## src/rtl/vvp_acc.sv

```systemverilog
// Bit-plane accumulator: combines per-plane signed vvp partial sums, MSB plane first,
// into a signed result held until the consumer takes it.
module vvp_acc #(
    parameter int N    = 64,
    parameter int SW   = $clog2(N) + 2,
    parameter int PMAX = 8,
    parameter int AW   = SW + PMAX
) (
    input  logic                    clk,
    input  logic                    rst_n,
    input  logic                    clr,
    input  logic                    in_valid,
    output logic                    in_ready,
    input  logic [SW-1:0]           in_s,
    input  logic [$clog2(PMAX):0]   cfg_planes,
    input  logic                    cfg_signed,
    output logic                    out_valid,
    input  logic                    out_ready,
    output logic [AW-1:0]           out_data
);

    // state | meaning
    // IDLE  | waiting for the first beat of a job
    // ACCUM | shifting in the remaining planes
    // HOLD  | result presented, waiting for out_ready
    localparam int PW = $clog2(PMAX) + 1;
    localparam logic [PW-1:0] PMAX_P = PW'(PMAX);
    localparam logic [PW-1:0] ONE_P  = PW'(1);

    localparam logic [1:0] IDLE  = 2'd0;
    localparam logic [1:0] ACCUM = 2'd1;
    localparam logic [1:0] HOLD  = 2'd2;

    logic [1:0]    state;
    logic [AW-1:0] acc;
    logic [PW-1:0] cnt;
    logic [PW-1:0] plen;

    logic [AW-1:0] s_ext;
    logic [AW-1:0] acc_first;
    logic [AW-1:0] acc_later;
    logic [PW-1:0] p_first;
    logic [PW-1:0] cnt_nxt;

    always_comb begin
        s_ext     = {{(AW-SW){in_s[SW-1]}}, in_s};
        // AW > SW, so negating the most negative plane sum cannot overflow
        acc_first = cfg_signed ? (~s_ext + {{(AW-1){1'b0}}, 1'b1}) : s_ext;
        acc_later = {acc[AW-2:0], 1'b0} + s_ext;
        p_first   = ((cfg_planes == '0) || (cfg_planes > PMAX_P)) ? PMAX_P : cfg_planes;
        cnt_nxt   = cnt + ONE_P;
    end

    assign in_ready  = (state != HOLD);
    assign out_valid = (state == HOLD);

    always_ff @(posedge clk or negedge rst_n) begin
        if (!rst_n) begin
            state    <= IDLE;
            acc      <= '0;
            cnt      <= '0;
            plen     <= '0;
            out_data <= '0;
        end else if (clr) begin
            state    <= IDLE;
            acc      <= '0;
            cnt      <= '0;
            plen     <= '0;
            out_data <= '0;
        end else begin
            case (state)
                IDLE: begin
                    if (in_valid) begin
                        acc  <= acc_first;
                        cnt  <= ONE_P;
                        plen <= p_first;
                        if (p_first == ONE_P) begin
                            state    <= HOLD;
                            out_data <= acc_first;
                        end else begin
                            state <= ACCUM;
                        end
                    end
                end
                ACCUM: begin
                    if (in_valid) begin
                        acc <= acc_later;
                        cnt <= cnt_nxt;
                        if (cnt_nxt == plen) begin
                            state    <= HOLD;
                            out_data <= acc_later;
                        end
                    end
                end
                HOLD: begin
                    if (out_ready) begin
                        state <= IDLE;
                    end
                end
                default: state <= IDLE;
            endcase
        end
    end

endmodule

```

## config.mk

```make
export PLATFORM = sky130hd
export DESIGN_NAME = vvp_acc
export DESIGN_NICKNAME = d
export VERILOG_FILES = /design/src/rtl/vvp_acc.sv
export SDC_FILE = /design/constraint.sdc
export NUM_CORES = 1
export LEC_CHECK = 0
export ABC_AREA = 1
export BUFFER_PORTS_ARGS = -buffer_cell sky130_fd_sc_hd__buf_4
export CORE_UTILIZATION = 53
export DETAILED_ROUTE_END_ITERATION = 7
export PLACE_DENSITY_LB_ADDON = 0.25
export SLEW_MARGIN = 20
export SYNTH_ARGS = -nofsm -noshare
export SYNTH_HDL_FRONTEND = slang
export SYNTH_SLANG_ARGS = --single-unit
```

## constraint.sdc

```tcl
create_clock -name clk -period 1.92 [get_ports clk]
set_clock_uncertainty 0.1 [all_clocks]
set_input_delay 0.288 -clock clk [delete_from_list [all_inputs] [get_ports clk]]
set_output_delay 0.288 -clock clk [all_outputs]
set_load 0.01 [all_outputs]
```

==> results.md <==
* HP Class: input port to flip-flop
* Slew Limit Fails at 0
* ANT cells at 0
* Routed wire per std cell at 13.9 um
* First-pass DRT Iterations at 5
* Total power at 4540 uW
* Initial antenna violation count at 0
* Actual slew at the worst max-slew pin at 0.525 ns
* CP Max Fanout at 5
* Skew-Pair Late Insertion Delay at 0.29 ns
* Vias/cell at 5.42
* Syn avg cell area at 6.64 um^2
* GRT Total Usage at 0.271
* Final Hold Viols at 0
* Final min period at 1.83 ns
* Clk sink count at 41
* Pwr per Cell Area at 1200 nW/um^2
* Synth top area cells: dfrtp_1 34%, nand2_1 20%, nand3_1 9.6%, inv_1 8.2%, ha_1 7.0%
* Top Ports at 36
* Core area at 5540 um^2
* Synth Net Count at 497
* Largest net degree at the start of global routing at 42
* Drt initial violations at 312
* Period Utilization, post-route at 0.955
* Full die area at 6080 um^2
* Top cell type's share of synthesized area at 0.335
* DP HPWL at 6080 um
* Clock root buffer: clkbuf_8
* Post-synthesis sequential area ratio at 0.335
* Fin Setup TNS at 0 ns
* Status: completed
* Mapped Area at 3060 um^2
* First-pass GRT wire length at 12,800 um
* Static leakage at 0.00202 uW
* Fmax at 545 MHz
* Total global routing overflow at 0
* Worst EP required at 2.05 ns
* Layout cell share with drive strength beyond 1 at 0.202
* Clock-pin slew on the worst setup and hold paths at 0.08 ns
* Number of I/O port buffers at 35
* Critical path capture point type: flip-flop
* Setup crit start kind: flip-flop
* Fin Hold WS at 0.117 ns
* Final setup fails at 0
* CP Class: flip-flop to flip-flop
* RD Place Congestion at 0.855
* Via count at 3,174
* Clk buf depth at 2
* Post-synthesis register bit count at 41
* Drt drc at 0
* Vias in the first global route at 2,797
* Worst slew margin at 0.650
* Worst VDD drop at 0.822 mV
* Initial core utilization at 0.552
* Synth warn at 0
* Die Wd at 78.0 um
* Post-Syn Instances at 461
* CTS buffer count at 5
* Detail Route Antenna Nets at 0
* Max-Cap Viols at 0
* H-Tree Depth at 2
* Total wire length at 8170 um
* Netlist cell types at 32
* Nets at 550
* CP arrival at 1.97 ns
* TritonCTS clock tree: done
* Core Rows at 27
* Height of the die at 78.0 um
* Area leader, netlist: dfrtp_1
* Layout Area Growth over Synthesis at 23.3%
-- cell families (layout without fill, tap and decap cells) --
group           Yosys count  after routing  synth area share
xor+xnor                  4              4            0.0114
buf+inv                  81            134             0.106
compound gates           53             53            0.0969
flops                    41             41             0.335
simple gates            264            264             0.374
fa+ha+maj                18             18            0.0760
-- sequential cells by signal, summed over array words and instances (netlist names) --
register  cells
plen          4
out_data     16
acc          15
cnt           4
state         2
-- repair_timing --
item                                    CTS  global route
endpoints found under the setup margin    3            27
endpoints found under the hold margin    41             0
gates resized for setup                   1            27
buffers inserted                          0             1
pin swaps                                 0             5
hold buffers                              1             0
-- stage by stage --
step,std cells,instance area [um^2],setup slack (ns),utilization
floorplan,461,3060,0.121,-
global placement,577,3500,0.00403,0.632
detailed placement,577,3500,-0.0276,0.632
CTS,585,3600,0.0197,0.650
global route,586,3770,-0.0518,0.681
finish,586,3770,0.0866,0.681
-- path summary, 6_finish.rpt --
| kind | slack, ns | end | startpoint | cells past startpoint |
|---|---|---|---|---|
| worst max-delay path | 0.09 | out_data[11] | acc[9] | 9 |
| worst min-delay path | 0.12 | plen[1] | cfg_planes[3] | 2 |
| worst max register to register | 0.09 | out_data[11] | acc[9] | 9 |
| worst min register to register | 0.39 | out_data[12] | out_data[12] | 2 |
| max in group asynchronous | 0.93 | acc[1] | rst_n | 2 |
| min in group asynchronous | 0.42 | acc[11] | rst_n | 2 |
-- layout by cell type (no fill, tap or decap), drive strengths merged, types with 3 or more instances in the layout --
cell / Yosys / routed
nor2: 23 / 23
inv: 74 / 74
clkbuf: 3 / 7
a21oi: 14 / 14
nand2: 168 / 168
buf: 4 / 52
a31oi: 3 / 3
o21ai: 29 / 29
nand4: 9 / 9
ha: 17 / 17
nand3: 60 / 60
o22ai: 3 / 3
dfrtp: 41 / 41
-- cells in the mapped netlist (all sizes together) --
cell type / count
a21oi: 14
a31oi: 3
and2: 2
buf: 4
clkbuf: 3
dfrtp: 41
fa: 1
ha: 17
inv: 74
nand2: 168
nand3: 60
nand4: 9
nor2: 23
nor3: 2
o21ai: 29
o22ai: 3
o31ai: 2
o32ai: 2
xnor2: 2
xor2: 2
-- worst max-delay path, stage by stage, from the launching register on --
cell	delay (ns)
dfrtp_1	0.43
ha_4	0.32
nand2_1	0.09
nor2_1	0.23
nand3_1	0.19
nand3_1	0.12
nand2_1	0.05
nand3_1	0.08
nand3_1	0.08
nand2_1	0.07
-- where the power goes --
group | total, uW | switching [uW] | internal (uW)
Clock | 576 | 291 | 286
Sequential | 1370 | 232 | 1140
Combinational | 2590 | 1500 | 1090
-- layout make-up --
type	instances	area, um^2
inverter	74	280
timing repair buffer	53	413
sequential	41	1030
multi-input combinational	339	1880
fill	500	1770
clock buffer	7	86.3
tap	72	90.1
-- routing by layer --
layer  wire [um]  global-route usage  part of all wire  up-vias
met1        3570               0.367              0.44     1472
met5           0                   0                 0        -
met4         172               0.100             0.021        0
met3         384              0.0412             0.047       15
met2        4050               0.439              0.50       99
li1            -                   -                 -     1588
Note: power is estimated with default switching activity, not from simulation.
